$ cat src/rtl/spi_frame_readback.sv
// SPI-slave readback: streams image-buffer bytes MSB-first on MISO (SPI mode 0), FILL_BYTE past the frame or when no frame is held.
// Latency: MISO valid 3 sys_clk after the synchronised CS fall; each byte is refetched 2 cycles after its load edge.
// Backpressure: none; the ESP32 master paces everything via SCLK, and early SCLK edges only raise overrun_err.
module spi_frame_readback #(
    parameter int unsigned ADDR_WIDTH  = 15,
    parameter int unsigned FRAME_BYTES = 32768,
    parameter logic [7:0]  FILL_BYTE   = 8'h00,
    parameter int unsigned SYNC_STAGES = 2
) (
    input  logic                  sys_clk,
    input  logic                  sys_rst_n,
    input  logic                  esp_sclk,
    input  logic                  esp_cs_n,
    output logic                  esp_miso,
    output logic                  esp_miso_oe,
    input  logic                  frame_valid,
    output logic [ADDR_WIDTH-1:0] bram_addr,
    input  logic [7:0]            bram_data,
    output logic                  busy,
    output logic                  tx_done,
    output logic [15:0]           bytes_sent,
    output logic                  overrun_err
);

    typedef enum logic [2:0] {S_IDLE, S_PRIME0, S_PRIME1, S_PRIME2, S_ACTIVE} state_t;

    logic [SYNC_STAGES-1:0] sclk_sync_q, cs_sync_q;
    logic                   sclk_prev_q, cs_prev_q;
    logic                   sclk_s, cs_s;
    logic                   sc_rise, sc_fall, cs_fall, cs_rise;

    state_t                 state_q, state_d;
    logic                   src_ok_q, src_ok_d;
    logic [ADDR_WIDTH-1:0]  addr_q, addr_d;
    logic [ADDR_WIDTH-1:0]  bram_addr_q, bram_addr_d;
    logic [7:0]             shift_q, shift_d;
    logic [7:0]             next_buf_q, next_buf_d;
    logic [2:0]             bit_cnt_q, bit_cnt_d;
    logic                   byte_done_q, byte_done_d;
    logic [31:0]            fetch_idx_q, fetch_idx_d;
    logic                   pend1_q, pend1_d, pend2_q, pend2_d;
    logic [15:0]            bytes_sent_q, bytes_sent_d;
    logic                   tx_done_q, tx_done_d;
    logic                   overrun_q, overrun_d;
    logic                   miso_q, miso_d, oe_q, oe_d, busy_q, busy_d;

    // CS chain resets low so a CS already asserted at reset release never looks like a fresh fall
    always_ff @(posedge sys_clk) begin
        if (!sys_rst_n) begin
            sclk_sync_q <= '0;
            cs_sync_q   <= '0;
            sclk_prev_q <= 1'b0;
            cs_prev_q   <= 1'b0;
        end else begin
            sclk_sync_q <= {sclk_sync_q[SYNC_STAGES-2:0], esp_sclk};
            cs_sync_q   <= {cs_sync_q[SYNC_STAGES-2:0], esp_cs_n};
            sclk_prev_q <= sclk_s;
            cs_prev_q   <= cs_s;
        end
    end

    assign sclk_s  = sclk_sync_q[SYNC_STAGES-1];
    assign cs_s    = cs_sync_q[SYNC_STAGES-1];
    assign sc_rise = sclk_s & ~sclk_prev_q;
    assign sc_fall = ~sclk_s & sclk_prev_q;
    assign cs_fall = ~cs_s & cs_prev_q;
    assign cs_rise = cs_s & ~cs_prev_q;

    // Next-state: priming fetches, bit/byte counting, byte reload and the prefetch pipeline
    always_comb begin
        state_d      = state_q;
        src_ok_d     = src_ok_q;
        addr_d       = addr_q;
        bram_addr_d  = bram_addr_q;
        shift_d      = shift_q;
        next_buf_d   = next_buf_q;
        bit_cnt_d    = bit_cnt_q;
        byte_done_d  = byte_done_q;
        fetch_idx_d  = fetch_idx_q;
        pend1_d      = 1'b0;
        pend2_d      = 1'b0;
        bytes_sent_d = bytes_sent_q;
        tx_done_d    = 1'b0;
        overrun_d    = overrun_q;
        if (cs_rise) begin
            state_d = S_IDLE;
        end else begin
            case (state_q)
                S_IDLE: begin
                    if (cs_fall) begin
                        src_ok_d     = frame_valid;
                        addr_d       = '0;
                        bram_addr_d  = '0;
                        bytes_sent_d = '0;
                        bit_cnt_d    = '0;
                        byte_done_d  = 1'b0;
                        fetch_idx_d  = '0;
                        state_d      = S_PRIME0;
                    end
                end
                S_PRIME0, S_PRIME1, S_PRIME2: begin
                    if (sc_rise || sc_fall) overrun_d = 1'b1;
                    if (state_q == S_PRIME0) begin
                        bram_addr_d = ADDR_WIDTH'(1);
                        fetch_idx_d = 32'd1;
                        state_d     = S_PRIME1;
                    end else if (state_q == S_PRIME1) begin
                        shift_d = src_ok_q ? bram_data : FILL_BYTE;
                        state_d = S_PRIME2;
                    end else begin
                        next_buf_d = (src_ok_q && fetch_idx_q < FRAME_BYTES) ? bram_data : FILL_BYTE;
                        state_d    = S_ACTIVE;
                    end
                end
                S_ACTIVE: begin
                    // Two-cycle prefetch: address presented, then registered data captured
                    pend2_d = pend1_q;
                    if (pend2_q)
                        next_buf_d = (src_ok_q && fetch_idx_q < FRAME_BYTES) ? bram_data : FILL_BYTE;
                    if (sc_rise) begin
                        bit_cnt_d = bit_cnt_q + 3'd1;
                        if (bit_cnt_q == 3'd7) begin
                            byte_done_d = 1'b1;
                            if (bytes_sent_q != 16'hFFFF) bytes_sent_d = bytes_sent_q + 16'd1;
                            if (bytes_sent_q == 16'(FRAME_BYTES - 1)) tx_done_d = 1'b1;
                        end
                    end else if (sc_fall) begin
                        if (bit_cnt_q != 3'd0) begin
                            shift_d = {shift_q[6:0], 1'b0};
                        end else if (byte_done_q) begin
                            shift_d     = next_buf_q;
                            addr_d      = addr_q + ADDR_WIDTH'(1);
                            bram_addr_d = addr_q + ADDR_WIDTH'(2);
                            fetch_idx_d = (fetch_idx_q < FRAME_BYTES) ? fetch_idx_q + 32'd1 : fetch_idx_q;
                            pend1_d     = 1'b1;
                        end
                    end
                end
                default: state_d = S_IDLE;
            endcase
        end
        miso_d = (state_d == S_ACTIVE) && shift_d[7];
        oe_d   = (state_d == S_ACTIVE);
        busy_d = (state_d != S_IDLE);
    end

    // FSM and datapath registers; outputs are registered decodes of the next state
    always_ff @(posedge sys_clk) begin
        if (!sys_rst_n) begin
            state_q      <= S_IDLE;
            src_ok_q     <= 1'b0;
            addr_q       <= '0;
            bram_addr_q  <= '0;
            shift_q      <= FILL_BYTE;
            next_buf_q   <= FILL_BYTE;
            bit_cnt_q    <= '0;
            byte_done_q  <= 1'b0;
            fetch_idx_q  <= '0;
            pend1_q      <= 1'b0;
            pend2_q      <= 1'b0;
            bytes_sent_q <= '0;
            tx_done_q    <= 1'b0;
            overrun_q    <= 1'b0;
            miso_q       <= 1'b0;
            oe_q         <= 1'b0;
            busy_q       <= 1'b0;
        end else begin
            state_q      <= state_d;
            src_ok_q     <= src_ok_d;
            addr_q       <= addr_d;
            bram_addr_q  <= bram_addr_d;
            shift_q      <= shift_d;
            next_buf_q   <= next_buf_d;
            bit_cnt_q    <= bit_cnt_d;
            byte_done_q  <= byte_done_d;
            fetch_idx_q  <= fetch_idx_d;
            pend1_q      <= pend1_d;
            pend2_q      <= pend2_d;
            bytes_sent_q <= bytes_sent_d;
            tx_done_q    <= tx_done_d;
            overrun_q    <= overrun_d;
            miso_q       <= miso_d;
            oe_q         <= oe_d;
            busy_q       <= busy_d;
        end
    end

    assign esp_miso    = miso_q;
    assign esp_miso_oe = oe_q;
    assign bram_addr   = bram_addr_q;
    assign busy        = busy_q;
    assign tx_done     = tx_done_q;
    assign bytes_sent  = bytes_sent_q;
    assign overrun_err = overrun_q;

endmodule

$ cat config.mk
export PLATFORM = sky130hd
export DESIGN_NAME = spi_frame_readback
export DESIGN_NICKNAME = d
export VERILOG_FILES = /design/src/rtl/spi_frame_readback.sv
export SDC_FILE = /design/constraint.sdc
export NUM_CORES = 1
export LEC_CHECK = 0
export CORE_MARGIN = 4
export CORE_UTILIZATION = 23
export DETAILED_ROUTE_END_ITERATION = 8
export GPL_TIMING_DRIVEN = 1
export HOLD_SLACK_MARGIN = 0.15
export SYNTH_ARGS = -nofsm -noshare
export SYNTH_HDL_FRONTEND = slang
export SYNTH_SLANG_ARGS = --single-unit
$ cat constraint.sdc
create_clock -name sys_clk -period 6.18 [get_ports sys_clk]
set_clock_uncertainty 0.15 [all_clocks]
set_input_delay 1.854 -clock sys_clk [delete_from_list [all_inputs] [get_ports sys_clk]]
set_output_delay 1.854 -clock sys_clk [all_outputs]
set_load 0.01 [all_outputs]
==> results.md <==
- Status: finished clean
- Register bit total from synthesis: 115
- Clk sinks: ~120
- Hold crit path type: reg -> reg
- Peak supply drop: 0.000149 V
- P_leak: 2.25 nW
- Placer congestion estimate: 0.795
- Post-Syn Area: 0.00544 mm²
- Crit path time final: 3.54 ns
- Top_reg_cell synth: dfxtp_1
- Max Cap Viol: 0
- Clk network pwr share: 52.6%
- FF-to-FF Start: state_q[2]$_SDFF_PN0_
- Setup tns final: 0 ns
- Maximum buffer depth of the clock tree: 2
- Comb pwr share: 4.0%
- Core area: 0.0234 mm²
- Total GRT Usage: 11.0%
- R2r setup slk: 3.08 ns
- Max Clk Rate: 283 MHz
- Switching Fraction: around 23%
- Routed wire per std cell: 14.1 µm
- Largest net degree at the start of global routing: 32
- Vias per inst: 4.78
- DP HPWL: 9.79 mm
- Post-synth EDFFs: 0
- GRT overflow: 0
- CTS resizes: 0
- Final Setup Violations: 0
- Fillers: 2543
- H-tree Lvls: 4
- Top Ports: 49
- Remaining antenna violation count: 0
- Part of the power in registers: between 40% and 50%
- Vias: 4816
- Synth top area share: 42.3%
- Drt drc: 0
- CP Launch Point: sys_rst_n
- Chip width: 162 µm
- Die Area: 0.0262 mm²
- Cell row count: 56
- Worst Setup EP: tx_done$_SDFF_PP0_
- TritonCTS clock tree: built
- Worst-path fanout max: 13
- FF-to-FF path depth: 5
- Clock Latency Late Sink: a little over 0.4 ns
- Int Power: 0.00134 W
- # diodes: 0
- Initial core utilization: 23.2%
- Finished Layout Cells: 1007
- Mapped Cells: about 640
- Placed Cells: slightly below 1000
- Clock-pin slew on the worst setup and hold paths: about 0.05 ns
- Synth async-reset ratio: 0%
- RSZ-0062 raised after global routing: no
- Slew HR: 26.2%
- Top cells by area, synth: dfxtp_1, a21oi_1, nand2_1, nand3_1, and2_1
- Ys Warns: 0
- Setup bufs post-CTS: 0
- Worst Setup Start Kind: input pin
- Crit share post-route: 57.2%
- Root Buffer: clkbuf_16
- Antenna violations before repair: 0
- Cell area power density: 257 mW/mm²
- # hold bufs at CTS: 0
- Layout cells sized above 1: 7.56%
- Nets: about 700
- First-pass GRT wire length: 23.4 mm
- Router iterations before antenna repair: 5
- Multi-input logic area: approximately 0.0029 mm²
- Area delta synth->final: 23.8%
- Register area share after synthesis: 42.3%
- DR iter-0 viols: 254
- Register area: between 0.002 and 0.0025 mm²
- Drt total wl: about 14 mm
- Fin. Hold Viols: 0
- WS Path Type: in -> reg
- Crit. End Element: flip-flop
- Synth Area per Inst: about 8.5 µm²
- RR Endpoint: fetch_idx_q[5]$_SDFFE_PN0P_
- Post-synth top area cell: dfxtp_1
- CTS buffer count: 17
- Net switching power figure: 0.000393 W
- Slew @ Worst Pin: 1.10 ns
- Slew Limit Fails: 0
- Synthesized Nets: 663
- Vias in the first global route: ~4500
- Hold Startpoint: cs_sync_q[0]$_SDFF_PN0_
- Critical path required time: 6.36 ns
- Yosys cell types: 62
- Worst EP arrival: 3.72 ns
- IO Port Bufs: 48
- Die height: 162 µm
## critical path, cell delays in order
cell and delay, ns:
clkdlybuf4s50_1 0.83, nand2_1 0.33, or4_1 0.56, nor3_1 0.14
## how the worst min path moves through the flow
stage	end	slack (ns)	cells past startpoint
4_1_cts	pend2_q$_SDFF_PP0_	0.28	2
6_report	cs_sync_q[1]$_SDFF_PN0_	0.28	1
2_1_floorplan	pend2_q$_SDFF_PP0_	0.25	2
5_1_grt	cs_sync_q[1]$_SDFF_PN0_	0.30	1
3_5_place_dp	pend2_q$_SDFF_PP0_	0.27	2
3_3_place_gp	sclk_sync_q[1]$_SDFF_PN0_	0.27	1
## synth_stat cells (all sizes together), types with 2 or more instances
cell / n
or3b: 2
ha: 9
nor2b: 5
xnor2: 5
a31oi: 5
dfxtp: 115
o21a: 8
a41oi: 2
and3: 11
mux2i: 7
nand2: 60
nand4: 20
nor3b: 2
a21oi: 56
nand4b: 2
and2: 24
buf: 19
a31o: 2
xor2: 15
nor3: 16
nand3: 34
o211ai: 5
a211oi: 15
or2: 3
nor4: 13
clkbuf: 19
or4: 18
a22o: 9
nor2: 38
o31ai: 16
o21ai: 20
or3: 13
nand2b: 6
inv: 28
and4: 9
## per-layer routing
metal	vias to the layer above	global-route usage (%)	wire (µm)
met5	-	0	0
met3	11	3.96	915
met1	2273	16.2	7350
li1	2406	-	-
met2	126	15.3	5830
met4	0	2.31	120
## cells in the final DEF, fill, tap and decap left out, types with 16 or more instances in the layout
master | synthesis | layout
clkdlybuf4s50_1 | 0 | 48
a21oi_1 | 55 | 55
clkbuf_16 | 0 | 17
nand4_1 | 20 | 20
o21ai_0 | 18 | 18
or4_1 | 17 | 17
inv_1 | 28 | 28
and2_1 | 24 | 24
nand3_1 | 34 | 34
nor3_1 | 16 | 16
dfxtp_1 | 115 | 115
nor2_1 | 38 | 38
nand2_1 | 60 | 60
## area by class of cell
class	instances	share of cell area (%)
flip-flops and latches	115	34.2
inverters	28	1.56
repair buffers	53	7.69
clock inverters	10	1.24
well taps	319	5.93
multi-input cells	460	42.5
clock buffers	22	6.89
## power by group through the flow
stage | combinational [W] | sequential [W] | clock [W]
after floorplan | 0.0000441 | 0.000767 | 0
after global routing | 0.0000764 | 0.000753 | 0.000971
after CTS | 0.0000697 | 0.000753 | 0.000932
after global placement | 0.0000691 | 0.000769 | 0
final | 0.0000693 | 0.000753 | 0.000911
after detailed placement | 0.0000693 | 0.000769 | 0
## registers in the layout, indices dropped and copies added (netlist names), 2 cells and up
register / flops
bit_cnt_q: 3
cs_sync_q: 2
fetch_idx_q: 32
sclk_sync_q: 2
addr_q: 15
bram_addr: 15
state_q: 3
shift_q: 8
bytes_sent: 16
next_buf_q: 8
## metrics by stage
step | hold WS (ns) | setup slack (ns) | power (W) | utilization (%) | instance area (µm²)
CTS | 0.278 | 2.62 | 0.00175 | 28.8 | 6740
detailed placement | 0.267 | 2.18 | 0.000838 | 26.4 | 6190
finish | 0.280 | 2.64 | 0.00173 | 28.8 | 6740
global placement | 0.266 | 2.24 | 0.000838 | 26.4 | 6190
floorplan | 0.251 | 3.18 | 0.000811 | - | 5440
global route | 0.299 | 2.53 | 0.00180 | 28.8 | 6740
## cell families after synthesis
| kind of cell | after synthesis | synth area share (%) |
|---|---|---|
| compound gates | 144 | 17.5 |
| fa+ha+maj | 10 | 2.25 |
| mux | 8 | 1.56 |
| xor+xnor | 20 | 3.22 |
| buf+inv | 66 | 5.29 |
| flops | 115 | 42.3 |
| simple gates | 278 | 27.8 |
No activity file was read; power rests on OpenSTA's default activity.
